$ cat src/rtl/fetch_decode_register.sv
// fetch_decode_register: fetch/decode pipeline register with 2-entry skid buffer, flush and NOP fill; optional FETCH_DECODE_BUBBLE_COUNT_EN bubble counter
module fetch_decode_register #(
    parameter int DATA_WIDTH = 32,
    parameter logic [DATA_WIDTH-1:0] NOP_INSTR = 32'h00000013
) (
    input  logic                  clk,
    input  logic                  rst,
    input  logic [DATA_WIDTH-1:0] InstrF_i,
    input  logic [DATA_WIDTH-1:0] PCF_i,
    input  logic [DATA_WIDTH-1:0] PCPlus4F_i,
    input  logic                  ValidF_i,
    output logic                  ReadyF_o,
    input  logic                  StallD_i,
    input  logic                  FlushD_i,
    output logic [DATA_WIDTH-1:0] InstrD_o,
    output logic [DATA_WIDTH-1:0] PCD_o,
    output logic [DATA_WIDTH-1:0] PCPlus4D_o,
    output logic                  ValidD_o
`ifdef FETCH_DECODE_BUBBLE_COUNT_EN
    ,
    output logic [31:0]           BubbleCountD_o
`endif
);
    logic                  mainValid, skidValid;
    logic [DATA_WIDTH-1:0] mainInstr, mainPc, mainPc4;
    logic [DATA_WIDTH-1:0] skidInstr, skidPc, skidPc4;
    logic                  accept, consume;

    // Ready depends on state only, so decode stalls never reach fetch combinationally
    assign ReadyF_o   = ~skidValid;
    assign ValidD_o   = mainValid;
    assign InstrD_o   = mainValid ? mainInstr : NOP_INSTR;
    assign PCD_o      = mainPc;
    assign PCPlus4D_o = mainPc4;
    assign accept     = ValidF_i & ReadyF_o;
    assign consume    = mainValid & ~StallD_i;

    always_ff @(negedge clk or posedge rst) begin
        if (rst) begin
            mainValid <= 1'b0;
            skidValid <= 1'b0;
            mainInstr <= NOP_INSTR;
            mainPc    <= '0;
            mainPc4   <= '0;
            skidInstr <= NOP_INSTR;
            skidPc    <= '0;
            skidPc4   <= '0;
        end else if (FlushD_i) begin
            mainValid <= 1'b0;
            skidValid <= 1'b0;
        end else if (!mainValid) begin
            if (accept) begin
                mainValid <= 1'b1;
                mainInstr <= InstrF_i;
                mainPc    <= PCF_i;
                mainPc4   <= PCPlus4F_i;
            end
        end else if (!skidValid) begin
            if (consume && accept) begin
                mainInstr <= InstrF_i;
                mainPc    <= PCF_i;
                mainPc4   <= PCPlus4F_i;
            end else if (consume) begin
                mainValid <= 1'b0;
            end else if (accept) begin
                skidValid <= 1'b1;
                skidInstr <= InstrF_i;
                skidPc    <= PCF_i;
                skidPc4   <= PCPlus4F_i;
            end
        end else if (consume) begin
            mainInstr <= skidInstr;
            mainPc    <= skidPc;
            mainPc4   <= skidPc4;
            skidValid <= 1'b0;
        end
    end

`ifdef FETCH_DECODE_BUBBLE_COUNT_EN
    // Counts every edge where decode receives nothing new; flush leaves it alone
    always_ff @(negedge clk or posedge rst) begin
        if (rst)
            BubbleCountD_o <= '0;
        else if (!consume && BubbleCountD_o != 32'hFFFFFFFF)
            BubbleCountD_o <= BubbleCountD_o + 32'd1;
    end
`endif
endmodule

$ cat config.mk
export PLATFORM = sky130hd
export DESIGN_NAME = fetch_decode_register
export DESIGN_NICKNAME = d
export VERILOG_FILES = /design/src/rtl/fetch_decode_register.sv
export SDC_FILE = /design/constraint.sdc
export NUM_CORES = 1
export LEC_CHECK = 0
export BUFFER_PORTS_ARGS = -buffer_cell sky130_fd_sc_hd__buf_2
export CELL_PAD_IN_SITES_DETAIL_PLACEMENT = 0
export CELL_PAD_IN_SITES_GLOBAL_PLACEMENT = 1
export CORE_ASPECT_RATIO = 0.5
export CORE_MARGIN = 1.5
export CORE_UTILIZATION = 44
export CTS_BUF_LIST = sky130_fd_sc_hd__clkbuf_8 sky130_fd_sc_hd__clkbuf_16
export CTS_CLUSTER_SIZE = 20
export DETAILED_ROUTE_END_ITERATION = 12
export PLACE_DENSITY_LB_ADDON = 0.1
export SYNTH_ARGS = -nofsm -noshare
export SYNTH_HDL_FRONTEND = slang
export SYNTH_SLANG_ARGS = --single-unit
$ cat constraint.sdc
create_clock -name clk -period 8.5 [get_ports clk]
set_input_delay 2.125 -clock clk [delete_from_list [all_inputs] [get_ports clk]]
set_output_delay 2.125 -clock clk [all_outputs]
set_load 0.01 [all_outputs]
==> metrics.cfg, run 1 <==
[place]
gp_congestion=0.744
place_ws_ns=0.552
dp_cells=996
dp_hpwl_um=11700
portBuffers=198
placed_area_mm2=0.00990

[logic_synthesis]
syn_area_mm2=0.00860
ys_top_cells_by_count=mux2_2, dfrtn_1, and2_1
seq_area_frac_synth_pct=56.6
synth_top_area_share_pct=54.7
synth.avg_cell_area_um2=15.3
ys_seq_elements=194
synth_ff_type=dfrtn_1
synth_area_leaders=dfrtn_1, mux2_2, and2_1, dfstp_2, buf_2
yosysTopAreaCell=dfrtn_1
ys_warn_count=0
synth_fp_nets=662
synth_cell_types=19
synth-edff-count=0
async_reset_ff_share_pct=100
yosysMostFrequentCell=mux2_2
syn-instance-count=561

[floorplanning]
die_h_um=102
num_rows=35
num_io_pins=199
core-area_mm2=0.0187
start_util_pct=45.9
die_w_um=201
dieArea_mm2=0.0204

[global_routing]
grt_overflow=0
grt_max_degree=89
antenna_found_initial=2
grt_pass1_vias=5462
grt.total_usage_pct=18.2
grt_first_pass_wirelength_um=28800

[worst_hold_path]
min_path_type=flip-flop to flip-flop

[drt]
wl_um=17800
ant_nets=0
drc_errors=0
first_pass_iters=4
avgRoutedWirePerCell_um=17.2
viasPerCell=5.02
num_vias=5181
drt-initial-drc-count=133

[setup_path]
crit_fanout=25
worstPathCellList=buf_4, and2_1, buf_2
critPathArrivalTime_ns=5.94
crit_buf_inv=2
worstPathRequired_ns=6.38
critical_path_class=flip-flop to output pin
regToRegSetupSlack_ns=5.43
crit_path_top_delay_cell=dfrtn_1
start_kind=flip-flop
endpoint_kind=output pin
cpPeakStageDelay_ns=0.59
crit_family=flip-flops

[clock_tree]
post_cts_buffers=0
insertion_delay_ns=0.46
holdBufCountCts=0
cts_buffer_depth=2
cts_root_buf=clkbuf_16
clkTransAtPathRegs_ns=0.05
cts.sinks=194
numCtsBuffers=17
ctsResizeCount=0
cts_tree=done
htreeDepth=4

[power]
intPower_mw=1.94
power_leakage_nw=4.84
combPwrFrac_pct=18.8
vdd_ir_drop_max_mv=0.154
p_clk_share_pct=31.9
seqPwrFrac_pct=49.4
p_sw_mw=0.663
power.total_mw=2.60
power.density_mw_per_mm2=247
swShare_pct=25.5

[sta]
setup_viol=0
drv_slew=0
hold_viol=0
layout_setup_ws_ns=0.434
rsz0062_at_grt=no
finalHoldWorstSlack_ns=0.432
clock_skew_ns=0.0649
max_slew_margin_pct=40.6
max_slew.worst_pin.slew_ns=0.891
tns_ns=0

[final_layout]
stdcell_area_mm2=0.0105
fillers=1654
nNetsFinal=862
areaGrowthSynthToFinish_pct=22.5
final_cells=1033
drive_gt1_share_pct=69.2
regArea_mm2=0.00486
multi_input_area_mm2=0.00353
final_util_pct=56.2

[flow_run]
maxCapViolCount=0

[run_status]
status=completed

## path summary, 6_finish.rpt
check,startpoint,end,depth (start not counted)
max,ValidD_o,InstrD_o[29],3
min reg2reg,skidPc4[31],skidPc4[31],1
max in group asynchronous,rst,skidInstr[25],4
min in group asynchronous,rst,PCPlus4D_o[2],2
min,skidPc4[31],skidPc4[31],1
max reg2reg,ValidD_o,mainInstr[27],6
## cells by family (layout without fill, tap and decap cells)
kind of cell,after synthesis,after routing,synth area share [%]
buffers and inverters,37,249,2.46
muxes,288,288,37.7
AOI/OAI and AO/OA,4,4,0.480
other,0,1,0
and+or+nand+nor,38,38,2.77
DFF,194,194,56.6
## placed cells by master, fill, tap and decap left out, drive strengths merged, types with 2 or more instances in the layout
cell,n
nand2,2
a21oi,2
bufinv,2
nor3,2
and2,29
dfstp,6
inv,10
clkinv,5
mux2,288
clkbuf,20
buf,210
dfrtn,188
clkinvlp,2
nand2b,4
## flip-flops by register name (all words and copies together), names as in the netlist
| signal | count |
|---|---|
| ValidD_o | 1 |
| PCPlus4D_o | 32 |
| skidInstr | 32 |
| skidValid | 1 |
| PCD_o | 32 |
| skidPc | 32 |
| skidPc4 | 32 |
| mainInstr | 32 |
## per-layer routing
metal	global-route usage, %	share of wire (%)	vias to the layer above
met5	0	0.073	-
met4	4.51	0.76	2
met3	5.04	4.6	14
met2	29.8	47	95
met1	24.3	47	2669
li1	-	-	2401
## power groups by stage
stage                     logic (mW)  clock network, mW  registers [mW]
after global routing           0.534              0.894            1.32
final                          0.488              0.828            1.28
after detailed placement       0.496            0.00510            1.30
after floorplan                0.298            0.00510            1.31
after CTS                      0.498              0.854            1.29
after global placement         0.482            0.00510            1.29
## worst register-to-register path, stage by stage (launching register included)
cell	delay (ns)
dfrtn_1	0.46
buf_4	0.29
buf_4	0.21
nand2_4	0.44
buf_4	0.81
mux2_2	0.45
mux2_2	0.26
## cell type report
| class | count | area share (%) |
|---|---|---|
| Multi-Input combinational cell | 330 | 33.6 |
| Tap cell | 259 | 3.08 |
| Timing Repair Buffer | 210 | 11.1 |
| Clock buffer | 20 | 4.54 |
| Clock inverter | 17 | 1.40 |
| Inverter | 2 | 0.107 |
| Antenna cell | 1 | 0.0238 |
| Sequential cell | 194 | 46.2 |
(Power assumes the default switching activity.)
==> run 2, diff against run 1 <==
--- a/config.mk
+++ b/config.mk
@@ -9,7 +9,7 @@
 export CELL_PAD_IN_SITES_DETAIL_PLACEMENT = 0
 export CELL_PAD_IN_SITES_GLOBAL_PLACEMENT = 1
 export CORE_ASPECT_RATIO = 0.5
-export CORE_MARGIN = 1.5
+export CORE_MARGIN = 2
 export CORE_UTILIZATION = 44
 export CTS_BUF_LIST = sky130_fd_sc_hd__clkbuf_8 sky130_fd_sc_hd__clkbuf_16
 export CTS_CLUSTER_SIZE = 20
==> metrics.cfg, run 2 (synthesis results as in run 1) <==
[setup_path]
crit_path_top_delay_cell=dfrtn_1
cpPeakStageDelay_ns=0.38
critPathArrivalTime_ns=5.74
worstPathCellList=buf_4, and2_1, buf_2
crit_fanout=39
crit_buf_inv=2
worstPathRequired_ns=6.38
crit_family=buffers and inverters
start_kind=flip-flop
critical_path_class=flip-flop to output pin
endpoint_kind=output pin

[global_routing]
grt.total_usage_pct=18.2
antenna_found_initial=3
grt_pass1_vias=5324
grt_max_degree=83
grt_first_pass_wirelength_um=28700
grt_overflow=0

[sta]
max_slew_margin_pct=39.4
drv_slew=0
setup_viol=0
finalHoldWorstSlack_ns=0.434
max_slew.worst_pin.slew_ns=0.909
clock_skew_ns=0.0501
rsz0062_at_grt=no
hold_viol=0

[worst_hold_path]
min_path_type=flip-flop to flip-flop

[final_layout]
multi_input_area_mm2=0.00353
layout_commonest_cell=mux2_2
nNetsFinal=861
drive_gt1_share_pct=69.1
final_util_pct=54.4
stdcell_area_mm2=0.0105
regArea_mm2=0.00486
final_cells=1041
final_cell_mix=mux2_2, buf_2, dfrtn_1, and2_1, clkbuf_16
areaGrowthSynthToFinish_pct=22.3
fillers=1697

[clock_tree]
post_cts_buffers=0
clkTransAtPathRegs_ns=0.05
ctsResizeCount=0
cts.sinks=194
cts_tree=done
cts_root_buf=clkbuf_16
holdBufCountCts=0
cts_buffer_depth=2
htreeDepth=4
numCtsBuffers=17
insertion_delay_ns=0.46

[power]
vdd_ir_drop_max_mv=0.149
power.density_mw_per_mm2=246
power.total_mw=2.59
power_leakage_nw=4.83

[drt]
avgRoutedWirePerCell_um=17.2
num_vias=5147
wl_um=17900
viasPerCell=4.94
drc_errors=0
drt-initial-drc-count=126
first_pass_iters=4
ant_nets=0

[floorplanning]
core-area_mm2=0.0193
num_rows=36
die_h_um=103
dieArea_mm2=0.0207
num_io_pins=199
die_w_um=202
start_util_pct=44.5

[flow_run]
maxCapViolCount=0

[run_status]
status=completed

[place]
portBuffers=198
dp_hpwl_um=11800
dp_cells=1002
placed_area_mm2=0.00989
gp_congestion=0.664

## run 2: cell type report
| cell class | count | share of cell area (%) |
|---|---|---|
| tap | 266 | 3.17 |
| clock inverter | 19 | 1.44 |
| clock buffer | 19 | 4.42 |
| multi-input combinational | 330 | 33.6 |
| inverter | 2 | 0.107 |
| sequential | 194 | 46.3 |
| timing repair buffer | 209 | 10.9 |
| antenna | 2 | 0.0476 |
## run 2: final timing paths
kind	from	to	slack, ns	depth (start not counted)
setup / recovery	ValidD_o	InstrD_o[30]	0.63	3
hold / removal	skidInstr[31]	skidInstr[31]	0.43	1
setup reg to reg	ValidD_o	PCD_o[17]	5.76	5
hold reg to reg	skidInstr[31]	skidInstr[31]	0.43	1
max in group asynchronous	rst	mainInstr[13]	2.01	3
min in group asynchronous	rst	PCPlus4D_o[15]	6.00	3
## run 2: routing by layer
metal,track usage (%),routed length [um],vias up
li1,-,-,2386
met1,23.8,8350,2648
met2,28.4,8150,93
met3,6.01,1090,18
met4,7.30,253,2
met5,0,13,-
## run 2: worst register-to-register path: cells and delay by family, from the launching register on
family        cells  cell delay, ns
flops             1            0.32
mux               2            0.70
simple gates      1            0.49
buf+inv           2            1.07
## run 2: through the flow
stage / setup slack, ns / TNS [ns]
finish: 0.630 / 0
global route: 0.516 / 0
CTS: 0.563 / 0
detailed placement: 0.547 / 0
global placement: 0.572 / 0
floorplan: -0.247 / -46.35
## run 2: power by group
| part | total [mW] | switching, mW | internal, mW |
|---|---|---|---|
| combinational | 0.485 | 0.200 | 0.286 |
| clock | 0.823 | 0.363 | 0.461 |
| sequential | 1.28 | 0.103 | 1.18 |
| total | 2.59 | 0.666 | 1.92 |
